`config.mk`:
```
export PLATFORM = sky130hd
export DESIGN_NAME = spi_controller
export DESIGN_NICKNAME = d
export VERILOG_FILES = /design/src/rtl/spi_reg_pkg.sv /design/src/rtl/spi_clk_gen.sv /design/src/rtl/spi_controller.sv
export SDC_FILE = /design/constraint.sdc
export NUM_CORES = 1
export LEC_CHECK = 0
export ABC_AREA = 1
export CAP_MARGIN = 0
export CORE_ASPECT_RATIO = 0.9
export CORE_MARGIN = 10
export CORE_UTILIZATION = 58
export DETAILED_ROUTE_END_ITERATION = 12
export GPL_TIMING_DRIVEN = 0
export PLACE_DENSITY = 0.84
export SKIP_CTS_REPAIR_TIMING = 1
export SYNTH_ARGS = -nofsm -noshare
export SYNTH_HDL_FRONTEND = slang
export SYNTH_SLANG_ARGS = --single-unit
```
`constraint.sdc`:
```
create_clock -name clk -period 3.9 [get_ports clk]
set_input_delay 0.39 -clock clk [delete_from_list [all_inputs] [get_ports clk]]
set_output_delay 0.39 -clock clk [all_outputs]
set_load 0.02 [all_outputs]
```
`src/rtl/spi_reg_pkg.sv`:
```
// Shared definitions for the bridge-link SPI register protocol.
package spi_reg_pkg;

  localparam int ADDR_W = 7;
  localparam int DATA_W = 8;

  // Bit 7 of the address byte selects the direction.
  localparam logic RW_READ  = 1'b1;
  localparam logic RW_WRITE = 1'b0;

  typedef enum logic [2:0] {
    S_IDLE,
    S_SETUP,
    S_BIT_LO,
    S_BIT_HI,
    S_NEXT,
    S_HOLD,
    S_GAP
  } ctrl_state_t;

endpackage

```
`src/rtl/spi_clk_gen.sv`:
```
// SCK half-period timer: while run_i is high it counts CLK_DIV clk cycles per
// half period and strobes rise_o / fall_o in the last cycle of the low / high
// half. Dropping run_i restarts it at the beginning of a low half.
module spi_clk_gen #(
  parameter int CLK_DIV = 4
) (
  input  logic clk,
  input  logic rst,
  input  logic run_i,
  output logic rise_o,
  output logic fall_o
);

  localparam int DW = $clog2(CLK_DIV + 1);

  logic [DW-1:0] div_q, div_d;
  logic          phase_q, phase_d;
  logic          tick;

  assign tick   = run_i && (div_q == DW'(CLK_DIV - 1));
  assign rise_o = tick && !phase_q;
  assign fall_o = tick && phase_q;

  // Next half-period count and phase.
  always_comb begin
    div_d   = div_q;
    phase_d = phase_q;
    if (!run_i) begin
      div_d   = '0;
      phase_d = 1'b0;
    end else if (tick) begin
      div_d   = '0;
      phase_d = ~phase_q;
    end else begin
      div_d   = div_q + 1'b1;
    end
  end

  // Counter and phase registers.
  always_ff @(posedge clk or posedge rst) begin
    // NOTE: non-blocking assignments so every register updates from pre-edge values.
    if (rst) begin
      div_q   <= '0;
      phase_q <= 1'b0;
    end else begin
      div_q   <= div_d;
      phase_q <= phase_d;
    end
  end

endmodule

```
`src/rtl/spi_controller.sv`:
```
// SPI Mode 0 master for the bridge-link register protocol: one address byte
// {rw, addr} followed by cmd_len data bytes, MSB first. Write bytes are pulled
// from the host with wr_valid/wr_ready, read bytes are pushed with rd_valid.
// CLK_DIV must be at least 4: the target resynchronises SCK through 3 flops.
module spi_controller
  import spi_reg_pkg::*;
#(
  parameter int CLK_DIV  = 4,
  parameter int CS_SETUP = 4,
  parameter int CS_HOLD  = 4,
  parameter int CS_GAP   = 8
) (
  input  logic              clk,
  input  logic              rst,
  input  logic              cmd_valid,
  output logic              cmd_ready,
  input  logic              cmd_rw,
  input  logic [ADDR_W-1:0] cmd_addr,
  input  logic [7:0]        cmd_len,
  input  logic              wr_valid,
  output logic              wr_ready,
  input  logic [DATA_W-1:0] wr_data,
  output logic              rd_valid,
  output logic [DATA_W-1:0] rd_data,
  output logic              busy,
  output logic              done,
  output logic              spi_sck,
  output logic              spi_mosi,
  input  logic              spi_miso,
  output logic              spi_cs_n
);

  localparam int CNT_W = 8;

  ctrl_state_t       state_q, state_d;
  logic [CNT_W-1:0]  cnt_q, cnt_d;
  logic [2:0]        bit_cnt_q, bit_cnt_d;
  logic [7:0]        bytes_left_q, bytes_left_d;
  logic              rw_q, rw_d;
  logic              is_addr_q, is_addr_d;
  logic [DATA_W-1:0] tx_q, tx_d;
  logic [DATA_W-2:0] rx_q, rx_d;
  logic [DATA_W-1:0] rd_data_q, rd_data_d;
  logic              rd_valid_q, rd_valid_d;
  logic              wr_ready_q, wr_ready_d;
  logic              busy_q, busy_d;
  logic              done_q, done_d;
  logic              sck_q, sck_d;
  logic              cs_n_q, cs_n_d;
  logic              miso_s1_q, miso_s2_q;
  logic              sck_rise, sck_fall;

  // Half-period timer runs only while bits are being clocked.
  spi_clk_gen #(
    .CLK_DIV(CLK_DIV)
  ) u_clk_gen (
    .clk   (clk),
    .rst   (rst),
    .run_i ((state_q == S_BIT_LO) || (state_q == S_BIT_HI)),
    .rise_o(sck_rise),
    .fall_o(sck_fall)
  );

  assign cmd_ready = (state_q == S_IDLE);
  assign wr_ready  = wr_ready_q;
  assign rd_valid  = rd_valid_q;
  assign rd_data   = rd_data_q;
  assign busy      = busy_q;
  assign done      = done_q;
  assign spi_sck   = sck_q;
  assign spi_mosi  = tx_q[DATA_W-1];
  assign spi_cs_n  = cs_n_q;

  // Two-flop synchroniser for MISO, which is asynchronous to clk.
  always_ff @(posedge clk or posedge rst) begin
    if (rst) begin
      miso_s1_q <= 1'b0;
      miso_s2_q <= 1'b0;
    end else begin
      miso_s1_q <= spi_miso;
      miso_s2_q <= miso_s1_q;
    end
  end

  // Transaction sequencing: next state, shift registers and output strobes.
  always_comb begin
    // NOTE: every _d starts at its hold value (strobes at 0) so no latch is inferred.
    state_d      = state_q;
    cnt_d        = cnt_q;
    bit_cnt_d    = bit_cnt_q;
    bytes_left_d = bytes_left_q;
    rw_d         = rw_q;
    is_addr_d    = is_addr_q;
    tx_d         = tx_q;
    rx_d         = rx_q;
    rd_data_d    = rd_data_q;
    busy_d       = busy_q;
    sck_d        = sck_q;
    cs_n_d       = cs_n_q;
    rd_valid_d   = 1'b0;
    wr_ready_d   = 1'b0;
    done_d       = 1'b0;

    unique case (state_q)
      S_IDLE: begin
        if (cmd_valid) begin
          rw_d         = cmd_rw;
          tx_d         = {cmd_rw, cmd_addr};
          bytes_left_d = cmd_len;
          is_addr_d    = 1'b1;
          bit_cnt_d    = '0;
          cnt_d        = '0;
          busy_d       = 1'b1;
          cs_n_d       = 1'b0;
          state_d      = S_SETUP;
        end
      end

      S_SETUP: begin
        if (cnt_q == CNT_W'(CS_SETUP - 1)) begin
          cnt_d   = '0;
          state_d = S_BIT_LO;
        end else begin
          cnt_d   = cnt_q + 1'b1;
        end
      end

      S_BIT_LO: begin
        if (sck_rise) begin
          sck_d   = 1'b1;
          rx_d    = {rx_q[DATA_W-3:0], miso_s2_q};
          state_d = S_BIT_HI;
          // Hand a read byte over on its last rising edge, not at the fall.
          if ((bit_cnt_q == 3'd7) && !is_addr_q && (rw_q == RW_READ)) begin
            rd_valid_d = 1'b1;
            rd_data_d  = {rx_q, miso_s2_q};
          end
        end
      end

      S_BIT_HI: begin
        if (sck_fall) begin
          sck_d     = 1'b0;
          bit_cnt_d = bit_cnt_q + 1'b1;
          if (bit_cnt_q != 3'd7) begin
            tx_d    = {tx_q[DATA_W-2:0], 1'b0};
            state_d = S_BIT_LO;
          end else begin
            if (!is_addr_q && (bytes_left_q != '0)) begin
              bytes_left_d = bytes_left_q - 1'b1;
            end
            is_addr_d = 1'b0;
            state_d   = S_NEXT;
          end
        end
      end

      S_NEXT: begin
        if (bytes_left_q == '0) begin
          cnt_d   = '0;
          state_d = S_HOLD;
        end else if (rw_q == RW_READ) begin
          tx_d    = '0;
          state_d = S_BIT_LO;
        end else if (wr_valid) begin
          // A write stalls here, SCK low and CS_n low, until data arrives.
          wr_ready_d = 1'b1;
          tx_d       = wr_data;
          state_d    = S_BIT_LO;
        end
      end

      S_HOLD: begin
        if (cnt_q == CNT_W'(CS_HOLD - 1)) begin
          cnt_d   = '0;
          cs_n_d  = 1'b1;
          done_d  = 1'b1;
          state_d = S_GAP;
        end else begin
          cnt_d   = cnt_q + 1'b1;
        end
      end

      S_GAP: begin
        if (cnt_q == CNT_W'(CS_GAP - 1)) begin
          cnt_d   = '0;
          busy_d  = 1'b0;
          state_d = S_IDLE;
        end else begin
          cnt_d   = cnt_q + 1'b1;
        end
      end

      default: state_d = S_IDLE;
    endcase
  end

  // State and datapath registers; reset releases the bus immediately.
  always_ff @(posedge clk or posedge rst) begin
    if (rst) begin
      state_q      <= S_IDLE;
      cnt_q        <= '0;
      bit_cnt_q    <= '0;
      bytes_left_q <= '0;
      rw_q         <= 1'b0;
      is_addr_q    <= 1'b0;
      tx_q         <= '0;
      rx_q         <= '0;
      rd_data_q    <= '0;
      rd_valid_q   <= 1'b0;
      wr_ready_q   <= 1'b0;
      busy_q       <= 1'b0;
      done_q       <= 1'b0;
      sck_q        <= 1'b0;
      cs_n_q       <= 1'b1;
    end else begin
      state_q      <= state_d;
      cnt_q        <= cnt_d;
      bit_cnt_q    <= bit_cnt_d;
      bytes_left_q <= bytes_left_d;
      rw_q         <= rw_d;
      is_addr_q    <= is_addr_d;
      tx_q         <= tx_d;
      rx_q         <= rx_d;
      rd_data_q    <= rd_data_d;
      rd_valid_q   <= rd_valid_d;
      wr_ready_q   <= wr_ready_d;
      busy_q       <= busy_d;
      done_q       <= done_d;
      sck_q        <= sck_d;
      cs_n_q       <= cs_n_d;
    end
  end

endmodule

```
# Word level (Yosys, flattened, before mapping)

Index checks and enable logic that the tools add are counted.

Flip-flop bits (word level): 59
Input bits: 29
Output and inout port bits: 16
Logic and storage cells: 136

Add/subtract/negate cells: 4
Equal/unequal tests: 25
Muxes and demuxes: 56
Bitwise operators: 1
Reduce and logical (&&, ||, !) cells: 31

Operators with widths:

| cell                | count |
|---|---|
| $mux 8              | 14 |
| $mux 3              | 14 |
| $pmux 8 s4          | 1 |
| $pmux 8 s3          | 1 |
| $pmux 3 s7          | 1 |
| $ne 2x2->1 const B  | 10 |
| $mux 1              | 19 |
| $reduce_and 3->1    | 6 |
| $pmux 8 s2          | 1 |
| $eq 3x3->1 const B  | 4 |
| $eq 3x2->1 const B  | 3 |
| $add 8x1->8 const B | 1 |
| $eq 8x2->1 const B  | 1 |
| $eq 8x3->1 const B  | 1 |
| $logic_not 8->1     | 1 |
| $pmux 1 s2          | 4 |
| $reduce_bool 2->1   | 4 |
| $reduce_bool 8->1   | 1 |
| $sub 8x1->8 const B | 1 |
| $reduce_and 7->1    | 1 |
| $add 3x1->3 const B | 2 |
| $logic_and 1x1->1   | 6 |
| $ne 3x3->1 const B  | 2 |
| $pmux 3 s2          | 1 |
| other kinds (14)    | 17 |

# Logic depth before layout (Yosys ltp)

Word-level depth: 6
Depth in mapped cells: 10
Mapped depth without buffers: 10

# Modules after synthesis

From an unflattened synthesis, not the netlist that was laid out.

Cell total of the unflattened synthesis: 418
Area, all modules: 3224.3 sq um

By module, submodules not included:

| module         | instances | cells each | area each (sq um) | seq. area each (sq um) |
|---|---|---|---|---|
| spi_controller | 1         | 397        | 3044.2            | 1377.6 |
| spi_clk_gen    | 1         | 21         | 180.2             | 100.1 |

# Worst setup path before layout

OpenSTA, ideal clock, no wires.

Path type: reg2reg
Start: reg bit_cnt_q[0]
End: reg bytes_left_q[0]
Library setup time: 0.065 ns
Arrival: 1.442 ns
Data required time: 3.835 ns
Path slack: 2.392 ns
Cell stages (with the launch flop): 9
Path buffers: 0
Clock period less this slack: 1.508 ns
Cells stage by stage: dfrtp_1 -> ha_1 -> ha_1 -> inv_1 -> nor2_1 -> o21ai_0 -> a21oi_2 -> nand2_1 -> nand2_1

Cells in the longest elaborated chain, start to end: 3

Ends and longest elaborated chain:

| what                              | RTL line              | source |
|---|---|---|
| start: declaration                | spi_controller.sv:37  | `logic [2:0] bit_cnt_q, bit_cnt_d;` |
| start signal: assignment          | spi_controller.sv:219 | `bit_cnt_q <= bit_cnt_d;` |
| $ne 3x3->1                        | spi_controller.sv:145 | `if (bit_cnt_q != 3'd7) begin` |
| $ne 2x2->1 (no source line)       | n/a                   |  |
| $reduce_and 5->1 (no source line) | n/a                   |  |
| end signal: assignment            | spi_controller.sv:220 | `bytes_left_q <= bytes_left_d;` |
| end: declaration                  | spi_controller.sv:38  | `logic [7:0] bytes_left_q, bytes_left_d;` |

No other way between the ends.
A chain may end at the register's enable or synchronous reset.

# Worst setup path after layout

Start: reg state_q[0]
End: out cmd_ready

Cells in the longest elaborated chain, start to end: 1

Ends and longest elaborated chain:

| what                     | RTL line              | source |
|---|---|---|
| start: declaration       | spi_controller.sv:35  | `ctrl_state_t state_q, state_d;` |
| start signal: assignment | spi_controller.sv:217 | `state_q <= state_d;` |
| $logic_not 3->1          | spi_controller.sv:64  | `assign cmd_ready = (state_q == S_IDLE);` |
| end: declaration         | spi_controller.sv:16  | `output logic cmd_ready,` |

No other way between the ends.

==> summary.txt <==
Critical Path End: cmd_ready
Nets: 497
Setup violations, final: 0
Reg power frac: 0.369
R2r setup slk: 1.95 ns
Arrival @ worst endpoint: 1.91 ns
Height of the chip: 89.4 µm
Initial DRC count: 159
CP endpoint kind: output pin
Site Rows: 25
Max Fclk: 0.435 GHz
Crit path time final: 2.30 ns
Drt pass-1 iters: 4
Switch Pwr: 960 µW
Core area: 5220 µm²
Routed Antenna Nets: 0
WP depth: 4
Num CTS Buffers: 9
Comb power frac: 0.391
Avg Inst Size Synth: 7.64 µm²
Main combinational cell family by area after synthesis: simple AND/OR/NAND/NOR gates
Clock transition at path regs: 0.07 ns
First-pass GRT wire length: 13,100 µm
Crit path cell chain: nor2_2 -> nand2_1 -> inv_1 -> clkdlybuf4s50_1
Register area share after synthesis: 0.476
Die area: 8680 µm²
Status: complete, no violations
Fin. max-slew vios: 0
Leakage Power: 1.90 nW
Global route overflow: 0
Hold Path Class: flop to flop
VDD IR max: 0.000476 V
Relative slew slack: 0.591
Critical Path RT: 3.51 ns
R2R Path Start: bit_cnt_q[0]$_DFFE_PP0P_
Largest net degree at the start of global routing: 38
Post-route setup TNS: 0 ns
Max incr delay on CP: 0.60 ns
IO Pins: 45
Initial Util: 0.594
Hold Violations, Final: 0
Clock Path Buffers: 2
Worst-Skew Late Latency: 0.34 ns
DRC: 0
Worst Tran Pin Value: 0.612 ns
Port bufs: 44
Yosys cell types: 32
Via density: 5.31
CTS Sinks: 59
CTS Root Cell: clkbuf_8
Crit Path Class: flop to output pin
Fin crit share: 0.589
# Max-Cap Violations: 0
Initial antenna violation count: 0
Crit path launch: state_q[0]$_DFFE_PP0P_
CP max FO: 7
Vias after detailed routing: 2,830
GRT Overall Usage: 0.179
Post-Synthesis Cells: 406
Post-DP HPWL: 5170 µm
Pwr/cell area: 614 nW/µm²
Worst R2R End: bytes_left_q[4]$_DFFE_PP0P_
Routed WL per cell: 13.5 µm
Worst reg2reg path depth: 8
Slowest stage cell on the critical path: clkdlybuf4s50_1
Number of diodes: 0
Area grow syn2layout: 24.0%
Cell Int Power: 1.40 mW
Routability Congestion: 0.840
Clk pwr share: 0.240
WL final: 7180 µm
Critical Path Start Type: flop
RSZ-0062 raised after global routing: false
Cell family with most CP delay: buffers and inverters
Simple-gate share of the synthesized area: 0.353
Die W: 97.1 µm
Synth Area in XOR/XNOR: 0.00847
Yosys warns: 0
H-tree depth: 3
Multiplexer area fraction after synthesis: 0
Vias in the first global route: 2,882
WP buf/inv: 2
Share of layout cells above drive strength 1: 0.0880
Clock tree from TritonCTS: done
Synth Area in Adders: 0.0242
Netlist Area Pre-Place: 3100 µm²
Syn Nets: 441
Power, Total: 2.36 mW
Switch share: 0.406
Clk_skew: 0.00940 ns
Synth Area in Compound Gates: 0.0754
Seq cells post-synth: 59
## cell families (layout without fill, tap and decap cells)
| group | count (synthesis) | count (layout) |
|---|---|---|
| fa+ha+maj | 6 | 6 |
| xor+xnor | 3 | 3 |
| simple gates | 248 | 248 |
| flops | 59 | 59 |
| compound gates | 42 | 42 |
| buf+inv | 48 | 108 |
## worst min path at each step
stage,start,to,slack [ns],cells after the start
2_1_floorplan,miso_s1_q$_DFF_PP0_,miso_s2_q$_DFF_PP0_,0.33,0
3_3_place_gp,miso_s1_q$_DFF_PP0_,miso_s2_q$_DFF_PP0_,0.34,0
5_1_grt,miso_s1_q$_DFF_PP0_,miso_s2_q$_DFF_PP0_,0.37,0
4_1_cts,miso_s1_q$_DFF_PP0_,miso_s2_q$_DFF_PP0_,0.35,0
6_report,miso_s1_q$_DFF_PP0_,miso_s2_q$_DFF_PP0_,0.35,0
3_5_place_dp,miso_s1_q$_DFF_PP0_,miso_s2_q$_DFF_PP0_,0.33,0
## metal layers
metal / routed length [µm] / track usage / vias up
met5: 0 / 0 / -
li1: - / - / 1410
met1: 3060 / 0.204 / 1324
met3: 447 / 0.0587 / 11
met4: 78 / 0.0482 / 0
met2: 3600 / 0.319 / 85
## synthesized netlist by cell type, drive strengths merged
cell / count / area share
nand2: 151 / 0.19
dfrtp: 58 / 0.47
nand3: 45 / 0.078
nor2: 42 / 0.066
inv: 41 / 0.050
o21ai: 32 / 0.052
ha: 6 / 0.024
buf: 5 / 0.011
nand4: 4 / 0.0081
a21oi: 3 / 0.0061
nor3: 3 / 0.0048
o21bai: 3 / 0.0073
a22o: 2 / 0.0056
clkinv: 2 / 0.0024
o211ai: 2 / 0.0048
xor2: 2 / 0.0056
and2: 1 / 0.0020
dfstp: 1 / 0.0085
nand3b: 1 / 0.0024
nor4: 1 / 0.0020
xnor2: 1 / 0.0028
## layout make-up
type                    instances  area, µm²
flip-flops and latches         59       1480
repair buffers                 45        460
clock inverters                 4       50.0
plain buffers                   5       33.8
inverters                      43        161
well taps                      67       83.8
clock buffers                  11        151
multi-input cells             299       1430
fillers                       404       1380
## power groups by stage
stage                     Combinational (mW)  Clock, mW  Sequential [mW]
after global placement                 0.884          0            0.874
after CTS                              0.926      0.571            0.870
after floorplan                        0.682          0            0.866
final                                  0.922      0.567            0.872
after global routing                    1.07      0.604            0.897
after detailed placement               0.916          0            0.877
## cell usage in the layout (no fill, tap or decap), types with 2 or more instances in the layout
cell / instances
nand2_1: 147
dfrtp_1: 58
clkdlybuf4s50_1: 44
nand3_1: 43
inv_1: 36
nor2_1: 35
o21ai_0: 32
clkbuf_8: 11
ha_1: 6
inv_2: 5
nand4_1: 4
nor2_2: 3
buf_2: 3
nor2_4: 3
o21bai_1: 3
nor3_1: 3
nand2_4: 2
nand2_2: 2
clkinv_1: 2
a22o_1: 2
o211ai_1: 2
xor2_1: 2
a21oi_1: 2
clkinvlp_4: 2
## flip-flops by register name, summed over array words and instances, names as in the netlist, 3 cells and up
name / flops
bit_cnt_q: 3
rd_data: 8
state_q: 3
cnt_q: 8
u_clk_gen.div_q: 3
rx_q: 7
bytes_left_q: 8
tx_q: 8
## worst reg2reg max path, delay by kind of cell, from the launching register on
| kind | cells | cell delay (ns) |
|---|---|---|
| AO/OA/AOI/OAI | 2 | 0.59 |
| adder cells (fa/ha/maj) | 2 | 0.40 |
| buffers and inverters | 1 | 0.07 |
| flip-flops | 1 | 0.39 |
| AND/OR/NAND/NOR | 3 | 0.43 |
## metrics by stage
step | cell area [µm²] | setup WS (ns) | util | hold WS, ns | instances
6_report | 3850 | 1.60 | 0.737 | 0.349 | 533
4_1_cts | 3850 | 1.60 | 0.737 | 0.350 | 533
3_3_place_gp | 3630 | 0.994 | 0.694 | 0.335 | 517
5_1_grt | 3850 | 1.48 | 0.737 | 0.375 | 533
3_5_place_dp | 3650 | 1.98 | 0.698 | 0.335 | 518
2_1_floorplan | 3100 | 2.06 | - | 0.331 | 406
Power figures use the tool's default switching activity.
